[src/rtl/imem_loader_if.sv]
// Byte-stream handshake from the upstream boot source into the loader.
// master = byte source, slave = loader.
interface imem_loader_if;
  logic       in_valid;
  logic [7:0] in_data;
  logic       in_ready;

  modport master (output in_valid, output in_data, input  in_ready);
  modport slave  (input  in_valid, input  in_data, output in_ready);
endinterface

[src/rtl/imem_loader.sv]
// Instruction-memory boot loader: takes a 16-bit big-endian word count
// followed by big-endian 32-bit words from a byte stream, writes them to
// consecutive instruction-memory addresses and holds the core in reset
// until the load finishes.
module imem_loader #(
  parameter int ADDR_W = 10,
  parameter int DEPTH  = 1024
) (
  input  logic              clk,
  input  logic              reset,
  imem_loader_if.slave      in_if,
  input  logic              start,
  output logic              imem_we,
  output logic [ADDR_W-1:0] imem_addr,
  output logic [31:0]       imem_wdata,
  output logic              cpu_reset,
  output logic              done,
  output logic              error,
  output logic [15:0]       words_loaded
);

  localparam int unsigned DEPTH_U = DEPTH;

  typedef enum logic [2:0] {
    S_LEN_HI,
    S_LEN_LO,
    S_DATA,
    S_WRITE,
    S_DONE,
    S_ERR
  } state_e;

  state_e            state_q, state_d;
  logic [15:0]       count_q, count_d;
  logic [1:0]        byte_idx_q, byte_idx_d;
  logic [23:0]       word_q, word_d;
  logic [15:0]       words_loaded_q, words_loaded_d;
  logic [ADDR_W-1:0] imem_addr_q, imem_addr_d;
  logic [31:0]       imem_wdata_q, imem_wdata_d;
  logic              ready;
  logic              accept;

  // State and datapath registers; reset wins over every other input.
  always_ff @(posedge clk) begin
    if (!reset) begin
      state_q        <= S_LEN_HI;
      count_q        <= '0;
      byte_idx_q     <= '0;
      word_q         <= '0;
      words_loaded_q <= '0;
      imem_addr_q    <= '0;
      imem_wdata_q   <= '0;
    end else begin
      state_q        <= state_d;
      count_q        <= count_d;
      byte_idx_q     <= byte_idx_d;
      word_q         <= word_d;
      words_loaded_q <= words_loaded_d;
      imem_addr_q    <= imem_addr_d;
      imem_wdata_q   <= imem_wdata_d;
    end
  end

  // Next-state logic, byte acceptance and word assembly.
  always_comb begin
    state_d        = state_q;
    count_d        = count_q;
    byte_idx_d     = byte_idx_q;
    word_d         = word_q;
    words_loaded_d = words_loaded_q;
    imem_addr_d    = imem_addr_q;
    imem_wdata_d   = imem_wdata_q;
    imem_we        = 1'b0;

    ready  = (state_q == S_LEN_HI) || (state_q == S_LEN_LO) || (state_q == S_DATA);
    accept = ready && in_if.in_valid;

    case (state_q)
      S_LEN_HI: begin
        if (accept) begin
          count_d = {in_if.in_data, count_q[7:0]};
          state_d = S_LEN_LO;
        end
      end
      S_LEN_LO: begin
        if (accept) begin
          count_d = {count_q[15:8], in_if.in_data};
          if (count_d == '0) begin
            state_d = S_DONE;
          end else if ({16'd0, count_d} > DEPTH_U) begin
            state_d = S_ERR;
          end else begin
            state_d = S_DATA;
          end
        end
      end
      S_DATA: begin
        if (accept) begin
          word_d     = {word_q[15:0], in_if.in_data};
          byte_idx_d = byte_idx_q + 2'd1;
          // Write address/data are captured on the fourth byte so they are
          // already stable during WRITE and simply hold afterwards.
          if (byte_idx_q == 2'd3) begin
            imem_addr_d  = words_loaded_q[ADDR_W-1:0];
            imem_wdata_d = {word_q, in_if.in_data};
            state_d      = S_WRITE;
          end
        end
      end
      S_WRITE: begin
        imem_we        = 1'b1;
        words_loaded_d = words_loaded_q + 16'd1;
        state_d        = (words_loaded_d == count_q) ? S_DONE : S_DATA;
      end
      S_DONE, S_ERR: begin
        if (start) begin
          state_d        = S_LEN_HI;
          words_loaded_d = '0;
          byte_idx_d     = '0;
          count_d        = '0;
        end
      end
      default: begin
        state_d = S_LEN_HI;
      end
    endcase
  end

  assign in_if.in_ready = ready;
  assign imem_addr      = imem_addr_q;
  assign imem_wdata     = imem_wdata_q;
  assign words_loaded   = words_loaded_q;
  assign cpu_reset      = (state_q != S_DONE);
  assign done           = (state_q == S_DONE);
  assign error          = (state_q == S_ERR);

endmodule

[src/flat_wrapper.sv]
// flat-port wrapper written by rule: the top's interface ports become plain ports
module imem_loader_flat 
#(
  parameter int ADDR_W = 10,
  parameter int DEPTH  = 1024
)
  (clk, reset, start, imem_we, imem_addr, imem_wdata, cpu_reset, done, error, words_loaded, in_if_in_valid, in_if_in_data, in_if_in_ready);
  imem_loader_if in_if_i ();
  input  logic clk;
  input  logic reset;
  input  logic start;
  output logic imem_we;
  output logic [ADDR_W-1:0] imem_addr;
  output logic [31:0] imem_wdata;
  output logic cpu_reset;
  output logic done;
  output logic error;
  output logic [15:0] words_loaded;
  input wire logic [$bits(in_if_i.in_valid)-1:0] in_if_in_valid;
  input wire logic [$bits(in_if_i.in_data)-1:0] in_if_in_data;
  output wire logic [$bits(in_if_i.in_ready)-1:0] in_if_in_ready;
  assign in_if_i.in_valid = in_if_in_valid;
  assign in_if_i.in_data = in_if_in_data;
  assign in_if_in_ready = in_if_i.in_ready;
  imem_loader #(.ADDR_W(ADDR_W), .DEPTH(DEPTH)) u_core (.clk(clk), .reset(reset), .in_if(in_if_i), .start(start), .imem_we(imem_we), .imem_addr(imem_addr), .imem_wdata(imem_wdata), .cpu_reset(cpu_reset), .done(done), .error(error), .words_loaded(words_loaded));
endmodule
[config.mk]
export PLATFORM = sky130hd
export DESIGN_NAME = imem_loader_flat
export DESIGN_NICKNAME = d
export VERILOG_FILES = /design/src/rtl/imem_loader_if.sv /design/src/rtl/imem_loader.sv /design/src/flat_wrapper.sv
export SDC_FILE = /design/constraint.sdc
export NUM_CORES = 1
export LEC_CHECK = 0
export BUFFER_PORTS_ARGS = -buffer_cell sky130_fd_sc_hd__buf_4
export CELL_PAD_IN_SITES_DETAIL_PLACEMENT = 0
export CELL_PAD_IN_SITES_GLOBAL_PLACEMENT = 1
export CORE_MARGIN = 1
export CORE_UTILIZATION = 45
export DETAILED_ROUTE_END_ITERATION = 10
export GPL_ROUTABILITY_DRIVEN = 0
export HOLD_SLACK_MARGIN = 0.03
export PLACE_DENSITY_LB_ADDON = 0.1
export SYNTH_ARGS = -nofsm -noshare
export SYNTH_HDL_FRONTEND = slang
export SYNTH_SLANG_ARGS = --single-unit
[constraint.sdc]
create_clock -name clk -period 4.3 [get_ports clk]
set_input_delay 0.215 -clock clk [delete_from_list [all_inputs] [get_ports clk]]
set_output_delay 0.215 -clock clk [all_outputs]
set_load 0.02 [all_outputs]
* Word-level counts from Yosys, hierarchy flattened
Index checks and enable logic that the tools add are counted.
** Operators by class
- Add/sub/neg operators :: 2
- Order comparisons :: 1
- Mux-type cells :: 18
- Equality and inequality tests :: 13
- Reduce and logical (&&, ||, !) cells :: 17
- Bitwise operators :: 2
** Operator list (count)
- $pmux 16 s3 :: 1
- $mux 16 :: 2
- $pmux 16 s2 :: 1
- $mux 3 :: 8
- $add 16x1->16 const B :: 1
- $eq 16x16->1 :: 1
- $gt 16x11->1 const B :: 1
- $logic_not 16->1 :: 1
- $pmux 3 s5 :: 1
- $mux 8 :: 1
- $reduce_and 4->1 :: 2
- $reduce_bool 2->1 :: 4
- $eq 3x2->1 const B :: 2
- $eq 3x3->1 const B :: 2
- $ne 2x1->1 const B :: 3
- $reduce_and 3->1 :: 2
- $reduce_and 5->1 :: 1
- $mux 2 :: 2
- $ne 2x2->1 const B :: 2
- $pmux 2 s2 :: 1
- $reduce_and 2->1 :: 2
- $eq 3x1->1 const B :: 1
- $logic_not 3->1 :: 1
- $ne 3x3->1 const B :: 1
- other kinds (7) :: 9
** Word-level totals
- Logic and storage cells :: 61
- Bits of input ports :: 12
- Register bits :: 103
- Output and inout bits :: 63

* Longest topological paths before layout
Gate-level depths: netlist of run 1.
- Depth after elaboration :: 6
- Depth in mapped cells :: 9
- Depth with buffers taken out :: 7

* Least setup slack after synthesis of run 1
OpenSTA, ideal clock, no wires.
- Kind :: flip-flop to flip-flop
- Start point :: register u_core.words_loaded_q[0] (netlist: u_core.words_loaded[0])
- End point :: register u_core.state_q[1]
- Data required time :: 4.184 ns
- Clock period less this slack :: 2.426 ns
- Stages on the path, launching flop included :: 8
- Slack :: 1.874 ns
- Arrival :: 2.309 ns
- Path buffers :: 0
- Setup time :: 0.116 ns
- Path through :: dfxtp_1 > ha_1 > nand3_1 > nor3_1 > xor2_1 > a2111oi_2 > nand4_1 > a41o_1
** Between the ends
- Cells in the longest elaborated chain, start to end :: 4
** RTL lines
- from (decl) :: line imem_loader.sv:37 : logic [15:0] words_loaded_q, words_loaded_d;
- from (signal assigned) :: line imem_loader.sv:58 : words_loaded_q <= words_loaded_d;
- $add 16x1->16 :: line imem_loader.sv:112 : words_loaded_d = words_loaded_q + 16'd1;
- $eq 16x16->1 :: line imem_loader.sv:113 : state_d = (words_loaded_d == count_q) ? S_DONE : S_DATA;
- $mux 3 :: line imem_loader.sv:113
- $pmux 3 s5 :: line imem_loader.sv:78 : case (state_q)
- to (signal assigned) :: line imem_loader.sv:54 : state_q <= state_d;
- to (decl) :: line imem_loader.sv:33 : state_e state_q, state_d;
No other way between the ends.
A chain may end at the register's enable or synchronous reset.

* Final worst setup path of run 1
Ends and elaborated chain as after synthesis.

==> flow_metrics.py, run 1 <==
metrics = {
    "outcome": {
        "run_status": "completed",
    },
    "power": {
        "total_leakage_power_uw": 0.00206,
        "total_power_uw": 1980,
        "vdd.ir_drop.worst_mv": 0.165,
        "pwr_per_cell_area_nw_per_um2": 356,
    },
    "synthesis": {
        "yosysMostFrequentCell": "nand2_1",
        "post_synthesis_area_per_instance_sq_um": 8.12,
        "ys.warnings.count": 0,
        "synthArstFlopShare": 0,
        "mappedNetlistArea_sq_um": 4820,
        "synth_seq_cells": 103,
        "synthDominantCellAreaShare": 0.428,
        "synth_cell_types": 57,
        "most_used_flip_flop_cell_after_synthesis": "dfxtp_1",
        "synth_largest_area_cell": "dfxtp_1",
        "post_synth_inst_count": 593,
        "synth.area.top_cells": "dfxtp_1 (43%), nand2_1 (13%), a21boi_0 (12%)",
        "number_of_enable_flip_flop_cells_after_synthesis": 0,
        "yosysSeqAreaShare": 0.428,
        "synth.cells.most_frequent": "nand2_1 (163), dfxtp_1 (103), a21boi_0 (75), clkbuf_1 (28), o21ai_0 (23)",
        "synth.net_count": 607,
    },
    "clock_network": {
        "tritoncts": "yes",
        "clock_tree.root_cell": "clkbuf_8",
        "cts_max_path_buffers": 2,
        "cts.htree.levels": 3,
        "cts.clk_slew.worst_paths_ns": 0.11,
        "cts.sink_count": 103,
        "cts_buffers": 9,
        "clk-insertion-delay-late_ns": 0.37,
        "cts_setup_buffers": 0,
        "postCtsHoldBufs": 0,
        "cts_resized": 0,
    },
    "route": {
        "routed_wirelength_um": 11800,
        "route.vias.total": 4211,
        "drt.antenna.violating_nets": 0,
        "avgRoutedWirePerCell_um": 15.1,
        "met1_layer_wirelength_in_the_final_routing_um": 5450,
        "highest_layer": "met4",
        "drt_drc_violations_left": 0,
        "firstDrtPassIters": 5,
        "dr_iter_0_viols": 209,
        "route.met2.wl_um": 5900,
        "drt-vias-per-instance": 5.40,
        "wl_met3_um": 364,
    },
    "timing": {
        "final.period_utilization": 0.645,
        "maxClockFrequency_mhz": 361,
        "slew_headroom": 0.389,
        "worst_hold_slack_ns": 0.139,
        "worst_clock_skew_ns": 0.0174,
        "final.min_clock_period_ns": 2.77,
        "grt_setup_unrepaired": "false",
        "finalSetupViolCount": 0,
        "final_hold_vio_count": 0,
        "finalSetupTns_ns": 0,
        "tightestPinTransition_ns": 0.910,
        "timing.final.max_slew_violations": 0,
    },
    "worst_hold_path": {
        "hold_path.class": "in2reg",
        "min_to": "u_core.word_q[2]$_SDFFE_PN0P_",
        "timing.hold.worst_path_depth": 3,
        "hp-start": "in_if_in_data[2]",
    },
    "setup_path": {
        "worst_path_cell_trace": "ha_1 > nand3_1 > nor3_1 > xor2_1 > a2111oi_2 > nand4_1 > a41o_1",
        "worstRegToRegCells": 7,
        "setup.worst_path.end_class": "register",
        "crit_path_max_fanout": 9,
        "largest_stage_delay_worst_path_ns": 0.54,
        "critical_path.reg2reg.endpoint": "u_core.state_q[1]$_SDFFE_PN0P_",
        "r2r-start": "u_core.words_loaded[0]$_SDFFE_PN0P_",
        "kind_of_critical_path": "reg2reg",
        "required_ns": 4.58,
        "reg2reg_slack_ns": 1.53,
        "setup.worst_path.start_class": "register",
        "crit_path_top_delay_cell": "dfxtp_1",
        "critical_path_arrival_ns": 3.05,
    },
    "global_routing": {
        "first_global_vias": 3759,
        "global_route_wire_length_before_repair_um": 19400,
        "global_route.overflow_total": 0,
        "grt_antenna_before_repair": 0,
        "globalRouteTotalUtil": 0.218,
        "largest_net_degree_at_the_start_of_global_routing": 106,
    },
    "floorplan": {
        "placeableCoreArea_sq_um": 10400,
        "initial_core_util": 0.464,
        "die_w_um": 105,
        "floorplan.die_area_sq_um": 11100,
        "num_rows": 37,
        "dieHeight_um": 105,
        "ioPinCount": 75,
    },
    "layout": {
        "drive_above_1_share": 0.160,
        "num_antenna_cells": 0,
        "final_cell_count_no_fill": 780,
        "design.final.nets": 654,
        "synthToLayoutAreaGrowth_pct": 15.5,
    },
    "placed_design": {
        "dpl_cells": 765,
        "place.detailed.hpwl_um": 7770,
        "io_buffers": 74,
    },
    "job": {
        "max_cap_violations": 0,
    },
}
-- worst max path at each step --
stage / startpoint / to / slack, ns / cells after the start
CTS: u_core.words_loaded[0]$_SDFFE_PN0P_ / u_core.state_q[1]$_SDFFE_PN0P_ / 1.56 / 7
global placement: u_core.state_q[0]$_SDFFE_PN0P_ / u_core.words_loaded[2]$_SDFFE_PN0P_ / 1.71 / 7
detailed placement: u_core.words_loaded[0]$_SDFFE_PN0P_ / u_core.state_q[1]$_SDFFE_PN0P_ / 1.58 / 7
finish: u_core.words_loaded[0]$_SDFFE_PN0P_ / u_core.state_q[1]$_SDFFE_PN0P_ / 1.53 / 7
global route: u_core.words_loaded[0]$_SDFFE_PN0P_ / u_core.state_q[1]$_SDFFE_PN0P_ / 1.27 / 7
floorplan: u_core.words_loaded[0]$_SDFFE_PN0P_ / u_core.state_q[1]$_SDFFE_PN0P_ / 1.87 / 7
-- cell usage in the layout (no fill, tap or decap), types with 8 or more instances in the layout --
| master | netlist | routed |
|---|---|---|
| a21boi_0 | 75 | 75 |
| a21boi_1 | 10 | 10 |
| a21oi_1 | 10 | 10 |
| a22oi_1 | 10 | 10 |
| and2_1 | 8 | 8 |
| buf_4 | 3 | 78 |
| clkbuf_8 | 0 | 9 |
| dfxtp_1 | 103 | 103 |
| nand2_1 | 163 | 163 |
| nand3_1 | 18 | 18 |
| nand4_1 | 8 | 8 |
| nor2_1 | 19 | 19 |
| nor2b_1 | 13 | 13 |
| o21ai_0 | 23 | 23 |
| xor2_1 | 11 | 11 |
-- cell families (layout without fill, tap and decap cells) --
group	Yosys count	after routing	synth area share
compound gates	152	152	0.223
xor+xnor	18	18	0.0327
fa+ha+maj	2	2	0.00520
buf+inv	50	101	0.0455
flops	103	103	0.428
mux	3	3	0.00650
simple gates	265	265	0.259
-- flip-flops by register name (all words and copies together), names as in the netlist --
register	flops
u_core.imem_wdata	32
u_core.word_q	24
u_core.count_q	16
u_core.words_loaded	16
u_core.imem_addr	10
u_core.state_q	3
u_core.byte_idx_q	2
-- final cells by class --
type	count	area [sq um]
Clock inverter	6	57.6
Tap cell	136	170
Timing Repair Buffer	78	586
Sequential cell	103	2060
Multi-Input combinational cell	440	2530
Fill cell	1074	4810
Clock buffer	9	124
Inverter	8	30.0
-- report_power, final --
group / switching, uW / internal (uW) / total, uW
clock: 349 / 216 / 565
combinational: 225 / 137 / 361
sequential: 57.7 / 994 / 1050
total: 631 / 1350 / 1980
-- metrics by stage --
stage | utilization | instance area [sq um] | worst slack (ns)
6_report | 0.537 | 5560 | 1.53
2_1_floorplan | - | 4820 | 1.87
5_1_grt | 0.537 | 5560 | 1.27
3_3_place_gp | 0.519 | 5380 | 1.71
4_1_cts | 0.537 | 5560 | 1.56
3_5_place_dp | 0.519 | 5380 | 1.58
-- critical path: cells and delay by family (launching register included) --
family | cells | cell delay [ns]
AO/OA/AOI/OAI | 2 | 0.70
XOR/XNOR | 1 | 0.15
adder cells (fa/ha/maj) | 1 | 0.35
flip-flops | 1 | 0.54
AND/OR/NAND/NOR | 3 | 0.94
-- routing by layer --
layer,global-route usage,vias up
li1,-,2123
met1,0.291,2002
met4,0.0604,0
met5,0,-
met2,0.361,82
met3,0.0371,4
Power figures use the tool's default switching activity.
==> inputs of run 2 (changes only) <==
--- a/config.mk
+++ b/config.mk
@@ -9,7 +9,7 @@
 export CELL_PAD_IN_SITES_DETAIL_PLACEMENT = 0
 export CELL_PAD_IN_SITES_GLOBAL_PLACEMENT = 1
 export CORE_MARGIN = 1
-export CORE_UTILIZATION = 45
+export CORE_UTILIZATION = 42
 export DETAILED_ROUTE_END_ITERATION = 10
 export GPL_ROUTABILITY_DRIVEN = 0
 export HOLD_SLACK_MARGIN = 0.03
==> constraint.sdc (replaced) <==
create_clock -name clk -period 2.84 [get_ports clk]
set_input_delay 0.142 -clock clk [delete_from_list [all_inputs] [get_ports clk]]
set_output_delay 0.142 -clock clk [all_outputs]
set_load 0.02 [all_outputs]
==> flow_metrics.py, run 2 (synthesized netlist as in run 1, its figures left out) <==
metrics = {
    "layout": {
        "layout.cell_area.non_filler_sq_um": 5690,
        "number_of_inserted_filler_cells_in_the_final_layout": 1092,
        "most-common-layout-cells": "nand2_1 (163), dfxtp_1 (103), buf_4 (85)",
        "synthToLayoutAreaGrowth_pct": 18.2,
        "final_util": 0.518,
        "design.final.nets": 661,
        "drive_above_1_share": 0.163,
        "final_cell_count_no_fill": 789,
        "largest_register_ffs": 32,
        "layout_commonest_cell": "nand2_1",
        "num_antenna_cells": 0,
    },
    "timing": {
        "finalSetupViolCount": 0,
        "setup_ws_ns": 0.382,
        "timing.final.max_slew_violations": 0,
        "tightestPinTransition_ns": 0.847,
        "worst_clock_skew_ns": 0.00619,
        "finalSetupTns_ns": 0,
        "slew_headroom": 0.435,
        "maxClockFrequency_mhz": 407,
        "final_hold_vio_count": 0,
        "final.period_utilization": 0.865,
        "final.min_clock_period_ns": 2.46,
        "grt_setup_unrepaired": "false",
    },
    "setup_path": {
        "crit_path_top_delay_cell": "dfxtp_1",
        "kind_of_critical_path": "reg2reg",
        "critical_path_arrival_ns": 2.70,
        "required_ns": 3.09,
        "setup.worst_path.start_class": "register",
        "crit_path_max_fanout": 14,
        "largest_stage_delay_worst_path_ns": 0.59,
        "setup.worst_path.end_class": "register",
        "worst_path_cell_trace": "nand3_2 > nor3_1 > xor2_1 > a2111oi_2 > nand4_1 > a41o_1",
    },
    "placed_design": {
        "place.detailed.hpwl_um": 8280,
        "io_buffers": 74,
        "dpl_cells": 776,
        "pre_cts_slack_ns": 0.396,
        "postPlaceCellArea_sq_um": 5440,
    },
    "global_routing": {
        "globalRouteTotalUtil": 0.219,
        "largest_net_degree_at_the_start_of_global_routing": 106,
        "global_route_wire_length_before_repair_um": 20000,
        "first_global_vias": 3896,
        "grt_antenna_before_repair": 0,
        "global_route.overflow_total": 0,
    },
    "clock_network": {
        "cts.sink_count": 103,
        "postCtsHoldBufs": 0,
        "clock_tree.root_cell": "clkbuf_16",
        "cts_resized": 0,
        "cts.htree.levels": 3,
        "cts_buffers": 9,
        "cts_max_path_buffers": 2,
        "cts.clk_slew.worst_paths_ns": 0.07,
        "clk-insertion-delay-late_ns": 0.35,
        "tritoncts": "yes",
        "cts_setup_buffers": 0,
    },
    "power": {
        "power_switching_uw": 961,
        "clock_network_power_share": 0.342,
        "vdd.ir_drop.worst_mv": 0.322,
        "power_switching_share": 0.291,
        "share_seq_of_total_power": 0.480,
        "power.internal_uw": 2340,
        "total_leakage_power_uw": 0.00213,
        "pwr_per_cell_area_nw_per_um2": 579,
        "comb_power_share": 0.178,
    },
    "floorplan": {
        "die_w_um": 109,
        "ioPinCount": 75,
        "placeableCoreArea_sq_um": 11000,
        "dieHeight_um": 109,
        "initial_core_util": 0.438,
        "floorplan.die_area_sq_um": 11900,
        "num_rows": 38,
    },
    "route": {
        "firstDrtPassIters": 5,
        "drt.antenna.violating_nets": 0,
        "route.vias.total": 4139,
        "drt_drc_violations_left": 0,
        "avgRoutedWirePerCell_um": 15.5,
        "drt-vias-per-instance": 5.25,
        "dr_iter_0_viols": 195,
        "routed_wirelength_um": 12200,
    },
    "job": {
        "max_cap_violations": 0,
    },
    "outcome": {
        "run_status": "completed",
    },
    "worst_hold_path": {
        "hold_path.class": "in2reg",
    },
}
## run 2: changes by cell type in the layout (fill, tap and decap cells not counted), moves of 2 or more
cell and change:
clkbuf_16 +9, clkbuf_8 -8, buf_4 +7, clkbuf_1 +2, clkinv_4 -2
## run 2: layout make-up
| type | count | area (sq um) | share of cell area |
|---|---|---|---|
| tap | 140 | 175 | 0.0308 |
| inverter | 8 | 30.0 | 0.00527 |
| timing repair buffer | 85 | 638 | 0.112 |
| multi-input combinational | 440 | 2530 | 0.445 |
| clock buffer | 12 | 246 | 0.0433 |
| sequential | 103 | 2060 | 0.362 |
| clock inverter | 1 | 7.51 | 0.00132 |
## run 2: critical path, delay by kind of cell (launching register included)
kind             cells  cell delay, ns
AO/OA/AOI/OAI        2            0.65
XOR/XNOR             1            0.15
flip-flops           1            0.59
AND/OR/NAND/NOR      3            0.96
## run 2: routing by layer
metal | part of all wire | up-vias | global-route usage
met1 | 0.47 | 1904 | 0.281
li1 | - | 2133 | -
met5 | 0 | - | 0
met2 | 0.47 | 90 | 0.354
met3 | 0.050 | 12 | 0.0586
met4 | 0.013 | 0 | 0.0695
## run 2: power groups by stage
stage / clock (uW) / sequential [uW] / combinational [uW]
after floorplan: 0 / 1580 / 436
after global placement: 0 / 1620 / 579
after detailed placement: 0 / 1620 / 584
after CTS: 1150 / 1580 / 586
after global routing: 1220 / 1590 / 661
final: 1130 / 1580 / 586
## run 2: worst paths after layout
kind / startpoint / end / slack [ns] / depth (start not counted)
worst max-delay path: u_core.words_loaded[4]$_SDFFE_PN0P_ / u_core.state_q[1]$_SDFFE_PN0P_ / 0.38 / 6
worst min-delay path: in_if_in_data[6] / u_core.imem_wdata[6]$_SDFFE_PN0P_ / 0.10 / 3
worst max register to register: u_core.words_loaded[4]$_SDFFE_PN0P_ / u_core.state_q[1]$_SDFFE_PN0P_ / 0.38 / 6
worst min register to register: u_core.word_q[20]$_SDFFE_PN0P_ / u_core.imem_wdata[28]$_SDFFE_PN0P_ / 0.45 / 2
## run 2: stage by stage
| stage | hold slack (ns) | total power [uW] |
|---|---|---|
| after floorplan | 0.287 | 2020 |
| after global placement | 0.445 | 2190 |
| after detailed placement | 0.446 | 2200 |
| after CTS | 0.0890 | 3320 |
| after global routing | 0.0899 | 3470 |
| final | 0.101 | 3300 |
